[src/rtl/inference_rx_scheduler.sv]
// One-at-a-time inference sequencer: accepts a received frame, runs the
// accelerator, hands the result to the reply transmitter, and keeps stats.
module inference_rx_scheduler #(
    parameter int RESULT_W       = 8,
    parameter int CNT_W          = 16,
    parameter int TIMEOUT_CYCLES = 100000
) (
    input  logic                ACLK,
    input  logic                ARESET,
    input  logic                ENABLE,
    input  logic                RX_FRAME_READY,
    input  logic [31:0]         RX_SRC_IP,
    input  logic [47:0]         RX_SRC_MAC,
    input  logic [7:0]          RX_META,
    output logic                RX_HOLD,
    output logic                ACC_START,
    input  logic                ACC_DONE,
    input  logic [RESULT_W-1:0] ACC_RESULT,
    output logic                TX_VALID,
    input  logic                TX_READY,
    output logic [31:0]         TX_DST_IP,
    output logic [47:0]         TX_DST_MAC,
    output logic [7:0]          TX_META,
    output logic [RESULT_W-1:0] TX_RESULT,
    input  logic                TX_DONE,
    output logic [CNT_W-1:0]    FRAMES_SERVED,
    output logic [CNT_W-1:0]    FRAMES_DROPPED,
    output logic [CNT_W-1:0]    ACC_TIMEOUTS
);

    localparam int TO_W = $clog2(TIMEOUT_CYCLES + 1);
    localparam logic [TO_W-1:0] TO_LAST = TO_W'(TIMEOUT_CYCLES - 1);

    localparam logic [2:0] S_IDLE    = 3'd0;
    localparam logic [2:0] S_START   = 3'd1;
    localparam logic [2:0] S_BUSY    = 3'd2;
    localparam logic [2:0] S_TX_REQ  = 3'd3;
    localparam logic [2:0] S_TX_WAIT = 3'd4;

    logic [2:0]          state_q, state_d;
    logic [31:0]         ip_q, ip_d;
    logic [47:0]         mac_q, mac_d;
    logic [7:0]          meta_q, meta_d;
    logic [RESULT_W-1:0] result_q, result_d;
    logic [TO_W-1:0]     to_cnt_q, to_cnt_d;
    logic [CNT_W-1:0]    served_q, served_d;
    logic [CNT_W-1:0]    dropped_q, dropped_d;
    logic [CNT_W-1:0]    timeouts_q, timeouts_d;
    logic                accept;

    assign accept = RX_FRAME_READY && ENABLE && (state_q == S_IDLE);

    always_comb begin
        state_d    = state_q;
        ip_d       = ip_q;
        mac_d      = mac_q;
        meta_d     = meta_q;
        result_d   = result_q;
        to_cnt_d   = to_cnt_q;
        served_d   = served_q;
        dropped_d  = dropped_q;
        timeouts_d = timeouts_q;

        unique case (state_q)
            S_IDLE: begin
                if (accept) begin
                    ip_d    = RX_SRC_IP;
                    mac_d   = RX_SRC_MAC;
                    meta_d  = RX_META;
                    state_d = S_START;
                end
            end
            S_START: begin
                to_cnt_d = '0;
                state_d  = S_BUSY;
            end
            S_BUSY: begin
                // A result arriving in the final cycle beats the timeout.
                if (ACC_DONE) begin
                    result_d = ACC_RESULT;
                    state_d  = S_TX_REQ;
                end else if (to_cnt_q == TO_LAST) begin
                    if (timeouts_q != '1) timeouts_d = timeouts_q + 1'b1;
                    state_d = S_IDLE;
                end else begin
                    to_cnt_d = to_cnt_q + 1'b1;
                end
            end
            S_TX_REQ: begin
                if (TX_READY) state_d = S_TX_WAIT;
            end
            S_TX_WAIT: begin
                if (TX_DONE) begin
                    if (served_q != '1) served_d = served_q + 1'b1;
                    state_d = S_IDLE;
                end
            end
            default: state_d = S_IDLE;
        endcase

        if (RX_FRAME_READY && !accept && dropped_q != '1)
            dropped_d = dropped_q + 1'b1;
    end

    always_ff @(posedge ACLK) begin
        if (ARESET) begin
            state_q    <= S_IDLE;
            ip_q       <= '0;
            mac_q      <= '0;
            meta_q     <= '0;
            result_q   <= '0;
            to_cnt_q   <= '0;
            served_q   <= '0;
            dropped_q  <= '0;
            timeouts_q <= '0;
        end else begin
            state_q    <= state_d;
            ip_q       <= ip_d;
            mac_q      <= mac_d;
            meta_q     <= meta_d;
            result_q   <= result_d;
            to_cnt_q   <= to_cnt_d;
            served_q   <= served_d;
            dropped_q  <= dropped_d;
            timeouts_q <= timeouts_d;
        end
    end

    assign RX_HOLD        = (state_q != S_IDLE);
    assign ACC_START      = (state_q == S_START);
    assign TX_VALID       = (state_q == S_TX_REQ);
    assign TX_DST_IP      = ip_q;
    assign TX_DST_MAC     = mac_q;
    assign TX_META        = meta_q;
    assign TX_RESULT      = result_q;
    assign FRAMES_SERVED  = served_q;
    assign FRAMES_DROPPED = dropped_q;
    assign ACC_TIMEOUTS   = timeouts_q;

endmodule

[config.mk]
export PLATFORM = sky130hd
export DESIGN_NAME = inference_rx_scheduler
export DESIGN_NICKNAME = d
export VERILOG_FILES = /design/src/rtl/inference_rx_scheduler.sv
export SDC_FILE = /design/constraint.sdc
export NUM_CORES = 1
export LEC_CHECK = 0
export CORE_MARGIN = 2
export CORE_UTILIZATION = 40
export CTS_BUF_LIST = sky130_fd_sc_hd__clkbuf_4
export CTS_CLUSTER_SIZE = 12
export DETAILED_ROUTE_END_ITERATION = 16
export GPL_ROUTABILITY_DRIVEN = 0
export PLACE_DENSITY = 0.74
export SLEW_MARGIN = 10
export SYNTH_ARGS = -nofsm -noshare
export SYNTH_HDL_FRONTEND = slang
export SYNTH_SLANG_ARGS = --single-unit
export TNS_END_PERCENT = 100
[constraint.sdc]
create_clock -name ACLK -period 6.32 [get_ports ACLK]
set_input_delay 0.632 -clock ACLK [delete_from_list [all_inputs] [get_ports ACLK]]
set_output_delay 0.632 -clock ACLK [all_outputs]
set_load 0.01 [all_outputs]
==> results.md, run 1 <==
* Die width at 132.6 um
* Layout cells sized above 1 at 0.03810
* Vias per inst at slightly above 5
* Post-CTS Hold Fix Bufs at 0
* Final hold violation count at 0
* Leakage at around 3.2 nW
* Initial DRC Count at approximately 310
* Core area at between 0.015 and 0.02 mm2
* Clock sink count at roughly 160
* CP Data Arrival Time at around 2.4 ns
* Slowest cell on crit path: clkdlybuf4s50_1
* Clock latency on the worst-skew pair at approximately 0.55 ns
* Worst setup EP type: output pin
* WP buf/inv at 1
* Top post-synthesis cells by area: dfxtp_1 50%, nand2_1 12%, a21oi_1 8.5%, nor2_1 3.3%, xnor2_1 3.0%
* Die H at around 130 um
* Gr ovfl total at 0
* RSZ-0062 raised after global routing: no
* Via count at 6407
* Minimum clock period at 3.016 ns
* Detail Placement HPWL at about 13000 um
* Ports at between 200 and 300
* Clk_skew at 0.01607 ns
* Area leader, netlist: dfxtp_1
* Class of the worst hold path: register to register
* Rel. slew slack at 0.2582
* Worst Tran Pin Value at between 1 and 1.5 ns
* Initial antenna violation count at 1
* Status: finished, final reports clean
* CTS tree: yes
* Largest net degree at the start of global routing at between 80 and 90
* Top-count cell post-synth: nand2_1
* Crit path launch type: register
* Worst VDD drop at 0.00008835 V
* PortBufs at 249
* CP delay by family, top: simple AND/OR/NAND/NOR gates
* Max-cap violations at 0
* H-tree Lvls at 4
* Synth Cell Area at 0.006611 mm2
* TritonCTS Buffers at 17
* WS Path Type: register to output pin
* Num rows at between 40 and 50
* Number of global-route vias before repair at between 5000 and 6000
* Post-CTS setup buffer count at 0
* Die area at roughly 0.018 mm2
* PD cells at about 200 mW/mm2
* Antenna viol nets, final at 0
* EDFF count, synth at 0
* Avg Inst Size Synth at 8.072 um2
* Nets at ~1100
* Pre-antenna DRT Iters at 7
* Synth Instances at between 800 and 900
* Initial Util at 0.4044
* Drt drc at 0
* Wire per inst at around 15 um
* Cell count of the worst hold path at 2
* Clock Root Buffer: clkbuf_4
* Layout area overhead at 43.02%
* Synth Flop Type: dfxtp_1
* First-pass GRT wire length at ~30000 um
* Worst path most repeated cell: nor2b_1
* Register area share after synthesis at 0.4966
* Async set-reset flop share out of synthesis at 0
* Post-cts sizing count at 0
* Yosys top cell area share at 0.4966
* Clock transition at path regs at around 0.12 ns
* Reg2reg path depth at 6
* Final period util at 0.4772
* Synth unique cells at 47
* Worst Path Required at ~5.7 ns
* Hold WS at 0.4592 ns
* Crit. path cell count at 3
* DRT Wirelength at about 19000 um
* Setup_tns at 0 ns
* Clock Tree Buf Depth at 2
* Max FO, Critical Path at 11
* Top cells by count, synth: 217 x nand2_1, 164 x dfxtp_1, 112 x a21oi_1, 59 x nor2_1, 47 x clkbuf_1
* Synth Warn # at 0
* Crit-path max cell delay at between 0.6 and 0.7 ns
* Final Max Slew Viols at 0
* Peak Freq at roughly 0.33 GHz
* GRT Util Overall at 0.2112
* Fillers at between 1500 and 2000
* CP cell instances: nor2b_1 > nor2b_1 > clkdlybuf4s50_1
* Setup Viol. Count Final at 0
* Syn nets at ~930
* Synth Register Bits at between 150 and 200
[per-stage QoR]
step                  util  instances  worst slack, ns  power (mW)  area, um2
global placement    0.5636       1239            3.214       1.365       9214
floorplan                -        819            3.844       1.211       6611
finish              0.5784       1271            3.304       1.905       9455
global route        0.5784       1271            3.154       1.986       9455
CTS                 0.5782       1270            3.292       1.928       9453
detailed placement  0.5636       1239            3.168       1.367       9214
[registers in the layout, indices dropped and copies added (netlist names)]
| register | cells |
|---|---|
| FRAMES_SERVED | 16 |
| ACC_TIMEOUTS | 16 |
| FRAMES_DROPPED | 16 |
| TX_RESULT | 8 |
| TX_DST_IP | 32 |
| TX_DST_MAC | 48 |
| to_cnt_q | 17 |
| state_q | 3 |
| TX_META | 8 |
[cell type report]
class	count	area (um2)	share of cell area
clock buffer	20	150.1	0.01588
antenna	1	2.502	0.0002647
clock inverter	11	88.84	0.009395
timing repair buffer	252	2512	0.2657
tap	220	275.3	0.02911
sequential	164	3283	0.3472
multi-input combinational	596	3117	0.3296
inverter	7	26.28	0.002779
[worst reg2reg max path, stage by stage, from the launching register on]
cell and delay (ns):
dfxtp_1 0.39, ha_1 0.20, and4_1 0.35, nand4_1 0.53
or4_1 0.83, or4_1 0.44, a21oi_1 0.15
[report_power, final]
group	internal (mW)	total [mW]	switching [mW]
sequential	1.07	1.09	0.0189
combinational	0.139	0.258	0.119
clock	0.200	0.561	0.361
total	1.41	1.90	0.499
[cells in the final DEF, fill, tap and decap left out, types with 3 or more instances in the layout]
cell	instances
o31ai_1	4
dfxtp_1	164
clkdlybuf4s50_1	248
clkinvlp_4	5
a2111oi_0	3
inv_1	7
a211oi_1	5
nor3_1	11
o211ai_1	3
buf_4	4
o21ai_0	7
or2_2	3
nand3_1	26
o41ai_1	3
xnor2_1	23
and4_1	9
nor4_1	11
nor2b_1	4
and3_1	6
and2_1	6
nand4_1	19
or4_1	5
clkbuf_4	20
nor4b_1	3
xor2_1	21
nand2_1	217
a21oi_1	112
clkinv_1	3
or3_1	9
ha_1	4
nor2_1	58
[routing by layer]
layer,vias up,track usage,routed length (um)
met5,-,0,0
li1,3228,-,-
met3,22,0.05287,1121
met4,0,0.07288,306
met2,182,0.3486,9191
met1,2975,0.2695,8390
[kinds of logic after synthesis]
group,count (synthesis),share of synthesized area
xor+xnor,44,0.05829
flops,164,0.4966
mux,2,0.003028
buf+inv,59,0.03407
fa+ha+maj,4,0.007570
simple gates,401,0.2788
compound gates,145,0.1217
[final timing paths]
check / startpoint / end / slack [ns]
setup / recovery: state_q[0] / ACC_START / 3.30
hold / removal: TX_DST_IP[24] / TX_DST_IP[24] / 0.46
setup reg to reg: to_cnt_q[0] / ACC_TIMEOUTS[13] / 3.36
hold reg to reg: TX_DST_IP[24] / TX_DST_IP[24] / 0.46
No activity file was read; power rests on OpenSTA's default activity.
==> run 2, diff against run 1 <==
--- a/config.mk
+++ b/config.mk
@@ -11,7 +11,7 @@
 export CTS_CLUSTER_SIZE = 12
 export DETAILED_ROUTE_END_ITERATION = 16
 export GPL_ROUTABILITY_DRIVEN = 0
-export PLACE_DENSITY = 0.74
+export PLACE_DENSITY = 0.77
 export SLEW_MARGIN = 10
 export SYNTH_ARGS = -nofsm -noshare
 export SYNTH_HDL_FRONTEND = slang
==> constraint.sdc (replaced) <==
create_clock -name ACLK -period 2.7 [get_ports ACLK]
set_input_delay 0.27 -clock ACLK [delete_from_list [all_inputs] [get_ports ACLK]]
set_output_delay 0.27 -clock ACLK [all_outputs]
set_load 0.01 [all_outputs]
==> run 2 against run 1 <==
- first-iteration DRC count increased by 11%
- register-to-register slack got worse by 3.0 ns
- final cell count increased by 1.0%
- via count increased by 0.84%
- non-clock buffer count increased by 12
- clock skew decreased by 0.0010 ns
- flip-flop and latch count unchanged
==> results.md, run 2 (synthesis gave the netlist of run 1 again) <==
* Most frequent cells in the layout: 248 x clkdlybuf4s50_1, 217 x nand2_1, 164 x dfxtp_1
* Initial Util at 0.4044 (unchanged)
* Max FO, Critical Path at 11 (unchanged)
* Most common cell after layout, fill and taps aside: clkdlybuf4s50_1
* TritonCTS Buffers at 17 (unchanged)
* Largest net degree at the start of global routing at 89 (unchanged)
* Sequential cell area at 0.003283 mm2 (unchanged)
* Setup_tns at 0 ns (unchanged)
* Layout area overhead at 45.93%
* Rel. slew slack at 0.6344 (+0.3762)
* GRT Util Overall at 0.2119 (+0.0006899)
* Worst Path Required at 2.43 ns (-3.26 ns)
* CP Data Arrival Time at 2.22 ns (-0.16 ns)
* Crit-path max cell delay at 0.60 ns (-0.03 ns)
* Antenna viol nets, final at 0 (unchanged)
* Final hold violation count at 0 (unchanged)
* Initial DRC Count at 347 (+11%)
* Clock latency on the worst-skew pair at 0.55 ns (about the same)
* Clock transition at path regs at 0.14 ns (+0.02 ns)
* Num rows at 47 (unchanged)
* Status: finished, final reports clean
* Class of the worst hold path: primary input to register
* Fillers at 1524 (-1.5%)
* WS Path Type: register to output pin
* Peak Freq at ~0.40 GHz
* Max reg flops at 48 (unchanged)
* Setup Viol. Count Final at 0 (unchanged)
* PortBufs at 249 (unchanged)
* Worst setup EP type: output pin
* Placed Area at 0.009341 mm2 (+1.4%)
* Minimum clock period at between 2 and 2.5 ns
* Clock Tree Buf Depth at 2 (unchanged)
* Final Max Slew Viols at 0 (unchanged)
* Wire per inst at 14.67 um (-1.9%)
* Crit path launch type: register
* Leakage at 3.255 nW (+3.3%)
* H-tree Lvls at 4 (unchanged)
* Die area at 0.01757 mm2 (unchanged)
* First-pass GRT wire length at 30330 um (+1.4%)
* Pre-antenna DRT Iters at 4 (-3)
* Final period util at 0.9208
* Die width at 132.6 um (unchanged)
* Clock Root Buffer: clkbuf_4
* RSZ-0062 raised after global routing: no
* Area of the multi-input gates at 0.003119 mm2 (about the same)
* Number of global-route vias before repair at 5862 (+1.2%)
* Worst VDD drop at 0.0002448 V (+180%)
* CP cell instances: nor2b_1 > nor2b_2 > clkdlybuf4s50_1
* Slowest cell on crit path: clkdlybuf4s50_1
* Clk_skew at 0.01504 ns (-0.001026 ns)
* Die H at 132.6 um (unchanged)
* PD cells at 486.1 mW/mm2 (+140%)
* Worst Tran Pin Value at 0.5346 ns (-0.5696 ns)
* Detail Placement HPWL at 13340 um (+0.18%)
* DRT Wirelength at 18840 um (-0.89%)
* Nets at 1157 (+1.0%)
* Clock sink count at 164 (unchanged)
* Max-cap violations at 0 (unchanged)
* Layout cells sized above 1 at 0.05174 (+0.01365)
* Fin area at 0.009648 mm2 (+2.0%)
* Drt drc at 0 (unchanged)
* Vias per inst at 5.032 (-0.18%)
* Via count at 6461 (+0.84%)
* Core area at 0.01635 mm2 (unchanged)
* Post-CTS Hold Fix Bufs at 0 (unchanged)
* Initial antenna violation count at 1 (unchanged)
* Ports at 250 (unchanged)
* Gr ovfl total at 0 (unchanged)
* CTS tree: yes
* Hold WS at 0.1738 ns (-0.2854 ns)
* Post-CTS setup buffer count at 0 (unchanged)
[run 2: cell count changes in the layout (fill, tap and decap cells not counted), moves of 2 or more]
cell,before,now
buf_12,0,3
clkinv_4,0,2
bufinv_16,1,3
buf_4,4,13
[run 2: final cells by class]
type,instances,share of cell area
antenna,1,0.0002594
clock buffer,19,0.01478
clock inverter,13,0.01647
inverter,7,0.002723
multi-input combinational,596,0.3233
sequential,164,0.3403
tap,220,0.02853
timing repair buffer,264,0.2736
[run 2: worst max-delay path, delay by kind of cell (launching register included)]
| family | cells | cell delay [ns] |
|---|---|---|
| buffers and inverters | 1 | 0.60 |
| DFF | 1 | 0.54 |
| and+or+nand+nor | 2 | 0.54 |
[run 2: final timing paths]
| kind | startpoint | to | slack [ns] | cells after the start |
|---|---|---|---|---|
| hold reg to reg | TX_DST_IP[24] | TX_DST_IP[24] | 0.46 | 2 |
| setup / recovery | state_q[0] | ACC_START | 0.21 | 3 |
| hold / removal | ARESET | TX_DST_IP[11] | 0.17 | 2 |
| setup reg to reg | state_q[1] | ACC_TIMEOUTS[13] | 0.32 | 4 |
[run 2: through the flow]
| step | worst slack (ns) | power [mW] | cells | util |
|---|---|---|---|---|
| floorplan | 0.3857 | 2.835 | 819 | - |
| global placement | 0.1618 | 3.208 | 1251 | 0.5714 |
| detailed placement | 0.1505 | 3.216 | 1251 | 0.5714 |
| CTS | 0.03541 | 4.755 | 1283 | 0.5899 |
| global route | 0.05503 | 4.903 | 1284 | 0.5902 |
| finish | 0.2139 | 4.690 | 1284 | 0.5902 |
[run 2: power by group]
| group | switching, mW | total (mW) | internal, mW |
|---|---|---|---|
| clock network | 0.870 | 1.53 | 0.659 |
| logic | 0.282 | 0.620 | 0.337 |
| registers | 0.0434 | 2.54 | 2.50 |
| total | 1.20 | 4.69 | 3.49 |
[run 2: repair_timing]
item / 4_1_cts / 5_1_grt
setup endpoints to repair: 0 / 1
resized for setup: 0 / 1
hold endpoints to repair: 0 / 0
[run 2: layer usage]
metal  track usage  wire (um)  share of wire  up-vias
met1        0.2652       8196           0.44     3018
met5             0          0              0        -
met4       0.06392        243          0.013        0
met3       0.05977       1207          0.064       15
li1              -          -              -     3248
met2        0.3555       9193           0.49      180
==> run 3, diff against run 2 <==
==> constraint.sdc (replaced) <==
create_clock -name ACLK -period 2.02 [get_ports ACLK]
set_input_delay 0.202 -clock ACLK [delete_from_list [all_inputs] [get_ports ACLK]]
set_output_delay 0.202 -clock ACLK [all_outputs]
set_load 0.01 [all_outputs]
==> run 3 against run 2 <==
- the run now ends with setup timing left
- flip-flop and latch count did not move
- critical path depth rose by 3
- utilization rose by 2.7 points
- largest cell class unchanged
- critical endpoint is now ACC_TIMEOUTS[13]
- highest routed layer unchanged
- clock power rose by 37%
==> results.md, run 3 (synthesis gave the netlist of run 1 again) <==
* Status: finished, violations left
* Failing checks: setup timing
* First-pass GRT wire length at 31310 um (+3.3%)
* Placed Area at 0.009653 mm2 (+3.3%)
* Worst Path Required at 2.54 ns (+0.11 ns)
* Setup_tns at -0.2022 ns (-0.2022 ns)
* DRT Wirelength at 19300 um (+2.5%)
* TritonCTS Buffers at 17 (unchanged)
* Clk_skew at 0.01869 ns (+0.003654 ns)
* Clock Tree Buf Depth at 2 (unchanged)
* Largest net degree at the start of global routing at 89 (unchanged)
* Drt drc at 0 (unchanged)
* Final period util at 1.036
* Clock transition at path regs at 0.14 ns (about the same)
* Worst setup EP type: register
* Initial Util at 0.4044 (unchanged)
* Post-CTS Hold Fix Bufs at 0 (unchanged)
* PD cells at 630.8 mW/mm2 (+30%)
* Max-cap violations at 0 (unchanged)
* Slowest cell on crit path: or4_4
* Max reg flops at 48 (unchanged)
* Class of the worst hold path: primary input to register
* Worst Tran Pin Value at 0.5316 ns (-0.002950 ns)
* Rel. slew slack at 0.6364 (+0.002018)
* Most frequent cells in the layout: 245 x clkdlybuf4s50_1, 216 x nand2_1, 159 x dfxtp_1
* Most common cell after layout, fill and taps aside: clkdlybuf4s50_1
* CP cell instances: ha_4 > and4_4 > nand4_1 > or4_4 > or4_4 > a21oi_2
* H-tree Lvls at 4 (unchanged)
* PortBufs at 249 (unchanged)
* Die H at 132.6 um (unchanged)
* Die width at 132.6 um (unchanged)
* Layout cells sized above 1 at 0.1069 (+0.05514)
* Max FO, Critical Path at 6 (-5)
* Number of global-route vias before repair at 6185 (+5.5%)
* Ports at 250 (unchanged)
* Initial antenna violation count at 1 (unchanged)
* Peak Freq at 0.4777 GHz
* GRT Util Overall at 0.2185 (+0.006606)
* Post-layout util at 0.6176 (+0.02748)
* Die area at 0.01757 mm2 (unchanged)
* Vias per inst at 4.961 (-1.4%)
* Layout area overhead at 52.73%
* Num rows at 47 (unchanged)
* Final WS setup at -0.07356 ns (-0.2874 ns)
* Setup Viol. Count Final at 3 (+3)
* Core area at 0.01635 mm2 (unchanged)
* Minimum clock period at ~2.1 ns
* Worst path most repeated cell: or4_4
* Wire per inst at 14.57 um (-0.71%)
* Clock sink count at 164 (unchanged)
* CP delay by family, top: simple AND/OR/NAND/NOR gates
* Crit-path max cell delay at 0.61 ns (about the same)
* Final Max Slew Viols at 0 (unchanged)
* Fin area at 0.01010 mm2 (+4.7%)
* Worst VDD drop at 0.0003809 V (+56%)
* Clock Root Buffer: clkbuf_4
* CTS tree: yes
* Design Power at 6.369 mW (+36%)
* Initial DRC Count at 439 (+27%)
* CP Data Arrival Time at 2.61 ns (+0.39 ns)
* RSZ-0062 raised after global routing: yes
* Pre-antenna DRT Iters at 5 (+1)
* Antenna viol nets, final at 0 (unchanged)
* WS Path Type: register to register
* Leakage at 3.516 nW (+8.0%)
* Via count at 6573 (+1.7%)
* Detail Placement HPWL at 13790 um (+3.3%)
* Gr ovfl total at 0 (unchanged)
* Clock latency on the worst-skew pair at 0.58 ns (+0.03 ns)
* Nets at 1198 (+3.5%)
* Crit path launch type: register
* Final hold violation count at 0 (unchanged)
* WP buf/inv at 0 (-1)
==> run 3: changes by cell type in the layout (fill, tap and decap cells not counted), moves of 3 or more <==
cell | before | now
buf_12 | 3 | 6
inv_6 | 1 | 5
dfxtp_2 | 0 | 5
clkdlybuf4s50_1 | 248 | 245
buf_4 | 13 | 51
dfxtp_1 | 164 | 159
==> run 3: metal layers <==
layer | part of all wire | GRT usage | vias up
met4 | 0.016 | 0.07288 | 0
met3 | 0.059 | 0.05211 | 19
met1 | 0.44 | 0.2800 | 3034
met5 | 0 | 0 | -
li1 | - | - | 3334
met2 | 0.48 | 0.3627 | 186
==> run 3: final timing paths <==
check / start / to / cells past startpoint / slack, ns
setup reg to reg: to_cnt_q[0] / ACC_TIMEOUTS[13] / 6 / -0.07
hold reg to reg: TX_META[2] / TX_META[2] / 2 / 0.46
hold / removal: ARESET / ACC_TIMEOUTS[0] / 2 / 0.07
setup / recovery: to_cnt_q[0] / ACC_TIMEOUTS[13] / 6 / -0.07
==> run 3: worst reg2reg max path, stage by stage, from the launching register on <==
cell	delay [ns]
dfxtp_2	0.38
ha_4	0.14
and4_4	0.20
nand4_1	0.14
or4_4	0.61
or4_4	0.43
a21oi_2	0.15
==> run 3: repair_timing <==
action | 4_1_cts | 5_1_grt
buffers inserted | 0 | 6
hold endpoints to repair | 0 | 0
pin swaps | 3 | 7
setup endpoints to repair | 7 | 14
resized for setup | 8 | 21
==> run 3: cell type report <==
cell class | instances | area, um2
diodes | 1 | 2.502
clock buffers | 18 | 135.1
clock inverters | 14 | 175.2
fillers | 1462 | 6251
inverters | 7 | 26.28
multi-input cells | 596 | 3216
flip-flops and latches | 164 | 3289
well taps | 220 | 275.3
repair buffers | 305 | 2978
==> run 3: through the flow <==
step / instances / setup slack, ns / hold WS, ns
after floorplan: 819 / -0.1392 / 0.3380
after global placement: 1286 / -0.3943 / 0.4409
after detailed placement: 1286 / -0.4581 / 0.4453
after CTS: 1318 / -0.04194 / 0.04513
after global routing: 1325 / -0.1269 / 0.07344
final: 1325 / -0.07356 / 0.06972
==> run 3: power breakdown <==
group	total (mW)	internal, mW	switching, mW
Sequential	3.39	3.34	0.0510
Combinational	0.876	0.479	0.396
Clock	2.10	0.888	1.22
